<file path="src/rtl/trng_pkg.sv">
// Shared constants for the TRNG raw-bit health monitor: FSM state codes and
// default test cutoffs/window.
package trng_pkg;

   localparam logic [1:0] ST_BYPASS  = 2'b00;
   localparam logic [1:0] ST_STARTUP = 2'b01;
   localparam logic [1:0] ST_RUN     = 2'b10;
   localparam logic [1:0] ST_FAIL    = 2'b11;

   localparam int RCT_CUTOFF_DEF = 8;
   localparam int APT_WINDOW_DEF = 64;
   localparam int APT_CUTOFF_DEF = 48;

endpackage

</file>
<file path="src/rtl/apt_window.sv">
// Adaptive-proportion test: tracks the reference bit of the current window and
// how many valid bits matched it; fail_o flags the bit whose match hits CUTOFF.
module apt_window #(
   parameter int WINDOW = 64,
   parameter int CUTOFF = 48
) (
   input  logic clk,
   input  logic rst_n,
   input  logic clr_i,
   input  logic valid_i,
   input  logic bit_i,
   output logic fail_o
);

   localparam int W = $clog2(WINDOW + 1);

   logic [W-1:0] win_cnt_q, win_cnt_d;
   logic [W-1:0] match_q, match_d;
   logic         ref_q, ref_d;

   // Window bookkeeping; a full window (count == WINDOW) is reopened by the next valid bit
   always_comb begin
      win_cnt_d = win_cnt_q;
      match_d   = match_q;
      ref_d     = ref_q;
      if (clr_i) begin
         win_cnt_d = '0;
         match_d   = '0;
         ref_d     = 1'b0;
      end else if (valid_i) begin
         if (win_cnt_q == '0 || win_cnt_q == W'(WINDOW)) begin
            ref_d     = bit_i;
            match_d   = W'(1);
            win_cnt_d = W'(1);
         end else begin
            win_cnt_d = win_cnt_q + W'(1);
            if (bit_i == ref_q && match_q < W'(CUTOFF)) begin
               match_d = match_q + W'(1);
            end else begin
               match_d = match_q;
            end
         end
      end else begin
         win_cnt_d = win_cnt_q;
      end
   end

   assign fail_o = valid_i && !clr_i && (match_d >= W'(CUTOFF));

   // Window state registers
   always_ff @(posedge clk) begin
      if (!rst_n) begin
         win_cnt_q <= '0;
         match_q   <= '0;
         ref_q     <= 1'b0;
      end else begin
         win_cnt_q <= win_cnt_d;
         match_q   <= match_d;
         ref_q     <= ref_d;
      end
   end

endmodule

</file>
<file path="src/rtl/entropy_health_monitor.sv">
// Online health monitor for a raw oscillator bit stream (repetition count test,
// plus the adaptive-proportion test when HEALTH_APT_EN is defined).
module entropy_health_monitor
   import trng_pkg::*;
#(
   parameter int RCT_CUTOFF = RCT_CUTOFF_DEF,
   parameter int APT_WINDOW = APT_WINDOW_DEF,
   parameter int APT_CUTOFF = APT_CUTOFF_DEF
) (
   input  logic       clk,
   input  logic       rst_n,
   input  logic       bist_en,
   input  logic       in_valid,
   input  logic       in_bit,
   output logic       out_valid,
   output logic       out_bit,
   output logic       alarm,
   output logic [1:0] state
);

   localparam int RW = $clog2(RCT_CUTOFF + 1);
   localparam int SW = $clog2(APT_WINDOW + 1);

   logic [1:0]    state_q, state_d;
   logic          out_valid_q, out_valid_d;
   logic          out_bit_q, out_bit_d;
   logic          alarm_q, alarm_d;
   logic [RW-1:0] run_cnt_q, run_cnt_d;
   logic          prev_bit_q, prev_bit_d;
   logic [SW-1:0] start_cnt_q, start_cnt_d;

   logic          testing_s;
   logic          clr_s;
   logic [RW-1:0] run_next_s;
   logic          rct_fail_s;
   logic          apt_fail_s;
   logic          fail_s;

   assign testing_s = bist_en && in_valid && (state_q == ST_STARTUP || state_q == ST_RUN);
   assign clr_s     = !bist_en || (state_q == ST_BYPASS);

   // Repetition count: a zero count means no previous bit since the last clear
   always_comb begin
      run_next_s = run_cnt_q;
      if (run_cnt_q == '0 || in_bit != prev_bit_q) begin
         run_next_s = RW'(1);
      end else if (run_cnt_q < RW'(RCT_CUTOFF)) begin
         run_next_s = run_cnt_q + RW'(1);
      end else begin
         run_next_s = run_cnt_q;
      end
   end

   assign rct_fail_s = testing_s && (run_next_s >= RW'(RCT_CUTOFF));

`ifdef HEALTH_APT_EN
   apt_window #(
      .WINDOW(APT_WINDOW),
      .CUTOFF(APT_CUTOFF)
   ) u_apt (
      .clk    (clk),
      .rst_n  (rst_n),
      .clr_i  (clr_s),
      .valid_i(testing_s),
      .bit_i  (in_bit),
      .fail_o (apt_fail_s)
   );
`else
   assign apt_fail_s = 1'b0;
`endif

   assign fail_s = rct_fail_s || apt_fail_s;

   // Test counters and startup length counter
   always_comb begin
      run_cnt_d   = run_cnt_q;
      prev_bit_d  = prev_bit_q;
      start_cnt_d = start_cnt_q;
      if (clr_s) begin
         run_cnt_d   = '0;
         prev_bit_d  = 1'b0;
         start_cnt_d = '0;
      end else if (testing_s) begin
         run_cnt_d  = run_next_s;
         prev_bit_d = in_bit;
         if (state_q == ST_STARTUP) begin
            start_cnt_d = start_cnt_q + SW'(1);
         end else begin
            start_cnt_d = start_cnt_q;
         end
      end else begin
         run_cnt_d = run_cnt_q;
      end
   end

   // FSM and output next-state; a failing bit is never forwarded
   always_comb begin
      state_d     = state_q;
      out_valid_d = 1'b0;
      out_bit_d   = out_bit_q;
      alarm_d     = alarm_q;
      case (state_q)
         ST_BYPASS: begin
            out_valid_d = in_valid;
            out_bit_d   = in_bit;
            state_d     = bist_en ? ST_STARTUP : ST_BYPASS;
         end
         ST_STARTUP, ST_RUN: begin
            if (!bist_en) begin
               state_d = ST_BYPASS;
            end else if (fail_s) begin
               state_d = ST_FAIL;
               alarm_d = 1'b1;
            end else if (testing_s && state_q == ST_RUN) begin
               out_valid_d = 1'b1;
               out_bit_d   = in_bit;
            end else if (testing_s && start_cnt_q == SW'(APT_WINDOW - 1)) begin
               state_d = ST_RUN;
            end else begin
               state_d = state_q;
            end
         end
         ST_FAIL: begin
            state_d = bist_en ? ST_FAIL : ST_BYPASS;
         end
         default: begin
            state_d = ST_BYPASS;
         end
      endcase
   end

   // State and output registers
   always_ff @(posedge clk) begin
      if (!rst_n) begin
         state_q     <= ST_BYPASS;
         out_valid_q <= 1'b0;
         out_bit_q   <= 1'b0;
         alarm_q     <= 1'b0;
         run_cnt_q   <= '0;
         prev_bit_q  <= 1'b0;
         start_cnt_q <= '0;
      end else begin
         state_q     <= state_d;
         out_valid_q <= out_valid_d;
         out_bit_q   <= out_bit_d;
         alarm_q     <= alarm_d;
         run_cnt_q   <= run_cnt_d;
         prev_bit_q  <= prev_bit_d;
         start_cnt_q <= start_cnt_d;
      end
   end

   assign out_valid = out_valid_q;
   assign out_bit   = out_bit_q;
   assign alarm     = alarm_q;
   assign state     = state_q;

endmodule

</file>
<file path="config.mk">
export PLATFORM = sky130hd
export DESIGN_NAME = entropy_health_monitor
export DESIGN_NICKNAME = d
export VERILOG_FILES = /design/src/rtl/trng_pkg.sv /design/src/rtl/apt_window.sv /design/src/rtl/entropy_health_monitor.sv
export SDC_FILE = /design/constraint.sdc
export NUM_CORES = 1
export LEC_CHECK = 0
export BUFFER_PORTS_ARGS = -buffer_cell sky130_fd_sc_hd__buf_4
export CAP_MARGIN = 30
export CORE_AREA = 2 2 50 52
export CTS_BUF_LIST = sky130_fd_sc_hd__clkbuf_4
export CTS_CLUSTER_SIZE = 12
export DETAILED_ROUTE_END_ITERATION = 10
export DIE_AREA = 0 0 52 54
export GPL_TIMING_DRIVEN = 0
export PLACE_DENSITY = 0.59
export REMOVE_ABC_BUFFERS = 1
export SYNTH_ARGS = -nofsm -noshare
export SYNTH_HDL_FRONTEND = slang
export SYNTH_SLANG_ARGS = --single-unit
</file>
<file path="constraint.sdc">
create_clock -name clk -period 2.5 [get_ports clk]
set_clock_uncertainty 0.15 [all_clocks]
set_input_delay 0.5 -clock clk [delete_from_list [all_inputs] [get_ports clk]]
set_output_delay 0.5 -clock clk [all_outputs]
set_load 0.01 [all_outputs]
</file>
==> impl_metrics.json <==
{
  "outcome": "complete, no violations",
  "grt_antenna_before_repair": 0,
  "antenna_cells": 0,
  "drtIter0Drc": 5,
  "crit_slowest_cell": "dfxtp_1",
  "maxCapViolCount": 0,
  "clock-sinks": 17,
  "cp.buffers_inverters": 1,
  "use_met1": 0.162,
  "wl_per_cell_microns": 11.3,
  "hold_violations": 0,
  "postCtsHoldBufs": 0,
  "root_buffer": "clkbuf_4",
  "htree_num_levels": 1,
  "hold_class": "register to register",
  "path_cells": "inv_1, ha_1, and3_1, nand3_1, a32oi_1, nor3_1",
  "endpoint_kind": "register",
  "setup_tns_ns": 0,
  "slew_violations": 0,
  "worstPathRequired_ns": 2.53,
  "worstPathArrival_ns": 2.10,
  "core_sq_um": 2320,
  "nFillCells": 235,
  "numCtsBuffers": 3,
  "grt_pass1_vias": 648,
  "vdd_ir_drop_max_mv": 0.239,
  "cp_max_fo": 8,
  "setup_violations": 0,
  "num_rows": 18,
  "cts_buffer_depth": 2,
  "die_y_microns": 54,
  "fin_nets": 128,
  "drc": 0,
  "synthMostInstantiatedCell": "dfxtp_1",
  "ys_ff_latch": 17,
  "synth.area.top_cells": "dfxtp_1 37%, ha_1 11%, a21oi_1 5.5%",
  "num_io_pins": 10,
  "cp-startpoint": "state[1]$_SDFFE_PN0P_",
  "hpwl_mm": 1.28,
  "die-area_sq_um": 2810,
  "initial_utilization": 0.395,
  "wirelength_mm": 1.62,
  "cts_tree": "built",
  "chipWidth_microns": 52,
  "syn_area_sq_um": 916,
  "drive_above_1_share": 0.175,
  "holdWs_ns": 0.304,
  "port_buffers": 9,
  "crit_type": "register to register",
  "ctsResizeCount": 0,
  "overflow": 0,
  "fmax_mhz": 484,
  "fin_crit_sh": 0.827,
  "synth_top_flop_cell": "dfxtp_1",
  "crit_family": "simple AND/OR/NAND/NOR gates",
  "synth_edf_count": 0,
  "start_kind": "register",
  "tightest_slew_ns": 0.538,
  "max_slew_margin": 0.640,
  "ant_nets": 0,
  "ys_top_cells_by_count": "17 x dfxtp_1, 10 x a21oi_1, 9 x inv_1, 9 x nand2_1, 9 x nor2_1",
  "cts_setup_buffers": 0,
  "powerDensity_nw_per_um2": 471,
  "area_growth_pct": 13.1,
  "synth_largest_area_cell": "dfxtp_1",
  "synth.top_cell.area_share": 0.372,
  "gr-usage-met2": 0.211,
  "via_per_inst": 5.10,
  "grt_pass1_wl_mm": 2.73,
  "grt_max_degree": 14,
  "yosysSeqAreaShare": 0.372,
  "grt_setup_unrepaired": "false",
  "post-route-min-period_ns": 2.07,
  "hold_path.startpoint": "alarm$_SDFFE_PN0P_",
  "synthArstFlopShare": 0,
  "clock_latency_ns": 0.28,
  "clk_pin_slew_ns": 0.10,
  "timing.rr.start": "state[1]$_SDFFE_PN0P_",
  "top_usage_layer": "met2",
  "place.gp.congestion": 0.750,
  "first_pass_iters": 2,
  "cpPeakStageDelay_ns": 0.44,
  "use_met3": 0.0250,
  "grt_usage": 0.129,
  "yosys_warnings": 0,
  "syn_inst": 103,
  "syn_avg_cell_area_sq_um": 8.89,
  "vias": 735,
  "ys_types": 33,
  "p_leak_uw": 0.000394
}
[path summary, 6_finish.rpt]
path | endpoint | slack, ns | cells after the start
hold reg to reg | alarm$_SDFFE_PN0P_ | 0.30 | 2
hold / removal | alarm$_SDFFE_PN0P_ | 0.30 | 2
setup / recovery | out_valid$_SDFF_PN0_ | 0.43 | 6
setup reg to reg | out_valid$_SDFF_PN0_ | 0.43 | 6
[placed cells by master (no fill, tap or decap), types with 2 or more instances in the layout]
master    count
o21ai_0       2
nand3_1       5
a32oi_1       2
buf_4         9
xnor2_1       2
clkbuf_4      4
nand2_1       9
nor3_1        4
a31o_2        2
inv_1         9
a41o_1        2
nor2_1        9
xor2_1        3
dfxtp_1      17
ha_1          8
a21oi_1      10
[sequential cells by signal (all words and copies together), names as in the netlist]
| name | count |
|---|---|
| prev_bit_q | 1 |
| run_cnt_q | 4 |
| start_cnt_q | 7 |
| alarm | 1 |
| out_bit | 1 |
| state | 2 |
| out_valid | 1 |
[report_power, final]
group          leakage (uW)  switching (uW)  total, uW  internal, uW
clock network     0.0000184            78.9        152          72.6
logic              0.000238            31.1       57.1          26.0
registers          0.000138            3.63        279           275
[stage by stage]
step	setup WS (ns)	cells	cell area [sq um]	total power, uW	utilization
6_report	0.432	144	1040	487	0.447
3_5_place_dp	0.435	140	1010	343	0.434
2_1_floorplan	0.645	101	901	320	-
3_3_place_gp	0.426	140	1010	342	0.434
4_1_cts	0.423	144	1040	496	0.447
5_1_grt	0.270	144	1040	519	0.447
[worst reg2reg max path: stages, from the launching register on]
cell and delay (ns):
dfxtp_1 0.44, inv_1 0.09, ha_1 0.38, and3_1 0.35, nand3_1 0.23, a32oi_1 0.26
nor3_1 0.06
[layout make-up]
class | count | area, sq um | area share
well taps | 30 | 37.5 | 0.0362
clock buffers | 4 | 30.0 | 0.0290
flip-flops and latches | 17 | 340 | 0.329
multi-input cells | 75 | 527 | 0.508
repair buffers | 9 | 67.6 | 0.0652
inverters | 9 | 33.8 | 0.0326
[layer usage]
layer | wire (microns) | up-vias
met5 | 0 | -
met4 | 12 | 0
met3 | 36 | 2
met2 | 768 | 5
met1 | 804 | 342
li1 | - | 386
[cell families (layout without fill, tap and decap cells)]
family | Yosys count | count (layout) | share of synthesized area
compound gates | 25 | 25 | 0.198
xor+xnor | 6 | 6 | 0.0656
buf+inv | 11 | 22 | 0.0533
fa+ha+maj | 8 | 8 | 0.109
simple gates | 36 | 36 | 0.202
flops | 17 | 17 | 0.372
Power figures use the tool's default switching activity.
